File: src/rtl/result_demux.sv
// result_demux: routes 32-bit results to two independently buffered ports.
// Define RESULT_DEMUX_SKID_EN for 2-deep stores and a registered in_ready.
module result_demux (
  input  logic        clk,
  input  logic        reset,
  input  logic [31:0] in_data,
  input  logic        in_sel,
  input  logic        in_valid,
  output logic        in_ready,
  output logic [31:0] a_data,
  output logic        a_valid,
  input  logic        a_ready,
  output logic [31:0] b_data,
  output logic        b_valid,
  input  logic        b_ready
);
  // Index 0 is port A, index 1 is port B.
  logic [1:0]  x_ready;
  logic [1:0]  push;
  logic [1:0]  pop;
  logic        sel_idx;
  logic [31:0] head_q [2];
  logic [31:0] head_d [2];

  assign x_ready = {b_ready, a_ready};
  assign sel_idx = ~in_sel;

`ifdef RESULT_DEMUX_SKID_EN
  logic [1:0]  cnt_q [2];
  logic [1:0]  cnt_d [2];
  logic [31:0] tail_q [2];
  logic [31:0] tail_d [2];
  logic [1:0]  vld;

  always_comb begin
    in_ready = ~reset && (cnt_q[sel_idx] != 2'd2);
    for (int p = 0; p < 2; p++) begin
      vld[p]    = cnt_q[p] != 2'd0;
      pop[p]    = vld[p] && x_ready[p];
      push[p]   = in_valid && in_ready
                  && (in_sel == (p == 0));
      cnt_d[p]  = cnt_q[p];
      head_d[p] = head_q[p];
      tail_d[p] = tail_q[p];
      case (cnt_q[p])
        2'd0: begin
          if (push[p]) begin
            head_d[p] = in_data;
            cnt_d[p]  = 2'd1;
          end
        end
        2'd1: begin
          if (push[p] && pop[p]) begin
            head_d[p] = in_data;
          end else if (push[p]) begin
            tail_d[p] = in_data;
            cnt_d[p]  = 2'd2;
          end else if (pop[p]) begin
            cnt_d[p]  = 2'd0;
          end
        end
        default: begin
          // Full: in_ready is low, so only a pop can happen.
          if (pop[p]) begin
            head_d[p] = tail_q[p];
            cnt_d[p]  = 2'd1;
          end
        end
      endcase
    end
  end

  always_ff @(posedge clk) begin
    if (reset) begin
      for (int p = 0; p < 2; p++) begin
        cnt_q[p]  <= 2'd0;
        head_q[p] <= 32'd0;
        tail_q[p] <= 32'd0;
      end
    end else begin
      for (int p = 0; p < 2; p++) begin
        cnt_q[p]  <= cnt_d[p];
        head_q[p] <= head_d[p];
        tail_q[p] <= tail_d[p];
      end
    end
  end

  assign a_valid = vld[0];
  assign b_valid = vld[1];
`else
  logic [1:0] vld_q;
  logic [1:0] vld_d;

  always_comb begin
    in_ready = ~reset
               && (~vld_q[sel_idx] || x_ready[sel_idx]);
    for (int p = 0; p < 2; p++) begin
      pop[p]    = vld_q[p] && x_ready[p];
      push[p]   = in_valid && in_ready
                  && (in_sel == (p == 0));
      vld_d[p]  = push[p] || (vld_q[p] && ~pop[p]);
      head_d[p] = push[p] ? in_data : head_q[p];
    end
  end

  always_ff @(posedge clk) begin
    if (reset) begin
      vld_q <= 2'b00;
      for (int p = 0; p < 2; p++) begin
        head_q[p] <= 32'd0;
      end
    end else begin
      vld_q <= vld_d;
      for (int p = 0; p < 2; p++) begin
        head_q[p] <= head_d[p];
      end
    end
  end

  assign a_valid = vld_q[0];
  assign b_valid = vld_q[1];
`endif

  assign a_data = head_q[0];
  assign b_data = head_q[1];

endmodule

File: config.mk
export PLATFORM = sky130hd
export DESIGN_NAME = result_demux
export DESIGN_NICKNAME = d
export VERILOG_FILES = /design/src/rtl/result_demux.sv
export SDC_FILE = /design/constraint.sdc
export NUM_CORES = 1
export LEC_CHECK = 0
export CAP_MARGIN = 20
export CORE_ASPECT_RATIO = 0.5
export CORE_UTILIZATION = 45
export CTS_CLUSTER_DIAMETER = 50
export DETAILED_ROUTE_END_ITERATION = 7
export HOLD_SLACK_MARGIN = 0.05
export PLACE_DENSITY_LB_ADDON = 0.12
export SETUP_SLACK_MARGIN = 0.4
export SLEW_MARGIN = 5
export SYNTH_ARGS = -nofsm -noshare
export SYNTH_HDL_FRONTEND = slang
export SYNTH_SLANG_ARGS = --single-unit
File: constraint.sdc
create_clock -name clk -period 1.9 [get_ports clk]
set_input_delay 0.38 -clock clk [delete_from_list [all_inputs] [get_ports clk]]
set_output_delay 0.38 -clock clk [all_outputs]
set_load 0.01 [all_outputs]
======== After elaboration in Yosys (flattened, before gate mapping) ========
Memory sizes are Yosys's and may differ from the RTL's.
Index checks and enable logic that the tools add are counted.
storage, ports and cells
  bits in registers ....................... 2
  bits in writable memories ............... 64
  bits of input ports ..................... 38
  output and inout bits ................... 67
  word-level logic and storage cells ...... 32
  memories kept ........................... 1
memories
  name    depth  width  read ports  clocked after memory_dff  write ports  line  text
  head_q  2      32     2           0                         2            22    logic [31:0] head_q [2];
cells by class
  $lt $le $gt $ge ......................... 1
  mux-type cells .......................... 11
  bitwise logic cells ..................... 7
  reductions and logical operators ........ 11
operators by type and width
  operator            count
  $mux 32             4
  $logic_and 1x1->1   8
  $mux 1              7
  $not 1->1           5
  $logic_or 1x1->1    3
  $lt 1x2->1 const B  1
  $or 1x1->1          2

======== Longest topological paths before layout ========
  word-level depth ........................ 10
  mapped depth ............................ 4
  mapped depth without buffers ............ 3

======== Least setup slack after synthesis ========
OpenSTA, ideal clock, no wires.
  kind .................................... input port to flip-flop
  from .................................... input port a_ready
  to ...................................... memory head_q[0][0]
  library setup time ...................... 0.121 ns
  data arrival time ....................... 1.187 ns
  required time ........................... 1.779 ns
  setup slack ............................. 0.593 ns
  stages on the path ...................... 4
  buffers on the path ..................... 1
  cells stage by stage .................... nand2b_1 > nand4b_4 > buf_6 > mux2_2
RTL lines
  element      line  text
  from (decl)  12    input logic a_ready,
  to (decl)    22

======== Worst setup path after layout ========
  from .................................... input port a_ready
  to ...................................... output port in_ready
between the ends
  cells in the longest elaborated chain, start to end .. 4
ends and longest elaborated chain
  element                                     line  text
  $mux 1 (not written as such) (2 in series)  97    && (~vld_q[sel_idx] || x_ready[sel_idx]);
  $logic_or 1x1->1                            97
  $logic_and 1x1->1                           97
  to (decl)                                   9     output logic in_ready,
No other way between the ends. The select of a mux whose other input is x is not followed.

==> flow_summary.json <==
{
  "run_status": "finished, final reports clean",
  "place_inst": 391,
  "worstHoldPathType": "primary input to flip-flop",
  "initial_core_util_pct": 48.2,
  "die_x_um": 112,
  "endpoint_kind": "output pin",
  "tightest_slew_ns": 0.404,
  "final-setup-viol-count": 0,
  "cp.arrival_ns": 1.08,
  "critPathLaunchType": "primary input",
  "cts_sinks": 66,
  "route.detailed.drc": 0,
  "io_pins": 105,
  "path_max_fanout": 2,
  "drtAntennaViolNets": 0,
  "cp_slowest_cell": "dlygate4sd2_1",
  "finalCriticalPeriod_ns": 1.46,
  "peakVddDrop_mv": 0.604,
  "reg2regPathDepth": 5,
  "drtIter0Drc": 69,
  "crit_buf_inv": 2,
  "endpoint": "in_ready",
  "postPlaceCellArea_um2": 3900,
  "final-hold-violation-count": 0,
  "leakagePower_nw": 2.13,
  "cp_num_cells": 5,
  "avgSynthCellArea_um2": 12.7,
  "synth_largest_area_cell": "dfxtp_1",
  "final_area_um2": 4150,
  "antenna_cells": 0,
  "vias_per_cell": 4.70,
  "areaGrowthSynthToFinish_pct": 51.4,
  "r2r-end": "head_q[0][33]",
  "clkLatencyLatePin_ns": 0.32,
  "gp_congestion": 0.747,
  "final_common_cell": "dlygate4sd2_1",
  "clk_pin_slew_ns": 0.05,
  "synth_top_area_share_pct": 48.2,
  "synth_seq_cells": 66,
  "tritoncts.num_buffers": 9,
  "rows": 19,
  "final_cells": 406,
  "pre_cts_ws_ns": -0.170,
  "wl_per_cell_um": 15.3,
  "fin_total_pwr_mw": 3.58,
  "nFillCells": 429,
  "final_util_pct": 73.0,
  "ys_seq_area_share_pct": 48.2,
  "cts_max_level": 3,
  "crit_start": "a_ready",
  "hpwl_um": 4240,
  "power.density_nw_per_um2": 861,
  "grt_antenna_before_repair": 0,
  "postRouteWirelength_um": 6190,
  "clock_skew_ns": 0.00496,
  "yosys-top-cells-area": "dfxtp_1 (48%), mux2_4 (16%), mux2_2 (13%)",
  "holdBufCountCts": 0,
  "netlist_area_um2": 2740,
  "vias": 1909,
  "timing.final.crit_share_pct": 76.8,
  "setup_ws_ns": 0.441,
  "whs_ns": 0.320,
  "grt_pass1_vias": 2073,
  "clk_path_buf_depth": 2,
  "grt_max_degree": 43,
  "setup_tns_ns": 0,
  "yosysUniqueCellTypes": 17,
  "cts_tree": "yes",
  "relSlewSlack_pct": 73.0,
  "path_delay_family": "buffers and inverters",
  "drv_slew": 0,
  "grt_overflow": 0,
  "final_layout_size_suffix_gt1_share_pct": 28.8,
  "crit_chain": "dlygate4sd2_1, nand2b_4, mux2i_1, nor2_1, buf_2",
  "finalNetCount": 368,
  "ys_warn_count": 0,
  "maxCapViolations": 0,
  "core-area_um2": 5680,
  "synth_cells": 216,
  "firstDrtPassIters": 3,
  "r2r_start": "vld_q[1]",
  "rsz0062_at_grt": "false",
  "port_buffers": 104,
  "crit_type": "primary input to output pin",
  "critPathMaxStageDelay_ns": 0.23,
  "grt_usage_pct": 21.1,
  "dieArea_um2": 6430,
  "grt_pass1_wl_um": 10200,
  "max_freq_mhz": 686,
  "syn_nets": 254,
  "mostFrequentLayoutCells": "dlygate4sd2_1 (68), dfxtp_1 (64), nor2b_1 (56)",
  "cts-root-buf": "clkbuf_16",
  "die_h_um": 57.2,
  "reg2reg_setup_slack_ns": 0.52,
  "cp_data_required_time_ns": 1.52
}
## synthesized netlist by cell type
master,n
buf_2,3
nand2_2,1
buf_4,1
nand4b_4,1
buf_6,6
nor3b_2,1
a21oi_1,2
nor2b_1,56
nor2_1,1
dfxtp_1,66
and2b_1,8
nand2b_1,2
mux2i_1,1
mux2_1,3
mux2_4,29
mux2_2,32
clkbuf_1,3
## per-layer routing
layer	vias to the layer above	track usage, %	routed length [µm]
met2	59	37.8	3020
met3	8	8.93	450
li1	941	-	-
met4	0	6.67	57
met1	901	23.3	2670
met5	-	0	0
## layout make-up
| type | instances | area (µm²) | share of cell area, % |
|---|---|---|---|
| Tap cell | 73 | 91.3 | 2.20 |
| Sequential cell | 66 | 1320 | 31.9 |
| Clock buffer | 11 | 253 | 6.09 |
| Clock inverter | 3 | 40.0 | 0.965 |
| Multi-Input combinational cell | 137 | 1330 | 32.1 |
| Timing Repair Buffer | 116 | 1110 | 26.7 |
## worst min-delay path by stage
stage | startpoint | endpoint | cells past startpoint
2_1_floorplan | in_data[11] | head_q[0][11] | 1
3_3_place_gp | head_q[0][28] | head_q[0][28] | 2
3_5_place_dp | head_q[0][7] | head_q[0][7] | 2
4_1_cts | reset | vld_q[0] | 2
5_1_grt | reset | vld_q[0] | 2
6_report | reset | vld_q[0] | 2
## logic make-up (layout without fill, tap and decap cells)
family	Yosys count	count (layout)	share of synthesized area, %
DFF	66	66	48.2
buffers and inverters	13	130	3.70
muxes	65	65	30.6
AOI/OAI and AO/OA	2	2	0.365
and+or+nand+nor	70	70	17.1
## flip-flops by register name, summed over array words and instances (netlist names)
| name | flops |
|---|---|
| vld_q | 2 |
| head_q | 64 |
## worst reg2reg max path: stages, from the launching register on
cell	delay (ns)
dfxtp_2	0.35
nand2b_4	0.06
buf_4	0.13
nand2_2	0.19
buf_12	0.19
mux2_2	0.34
## repair_timing
item	in CTS	in global routing
setup buffers	0	0
setup endpoints to repair	127	23
gates resized for setup	74	4
gates cloned	0	1
pin swaps	1	2
## power by group
group / switching, mW / total (mW) / internal, mW
combinational: 0.176 / 0.458 / 0.282
clock: 0.553 / 1.62 / 1.07
sequential: 0.0340 / 1.50 / 1.47
total: 0.763 / 3.58 / 2.81
Power figures use the tool's default switching activity.
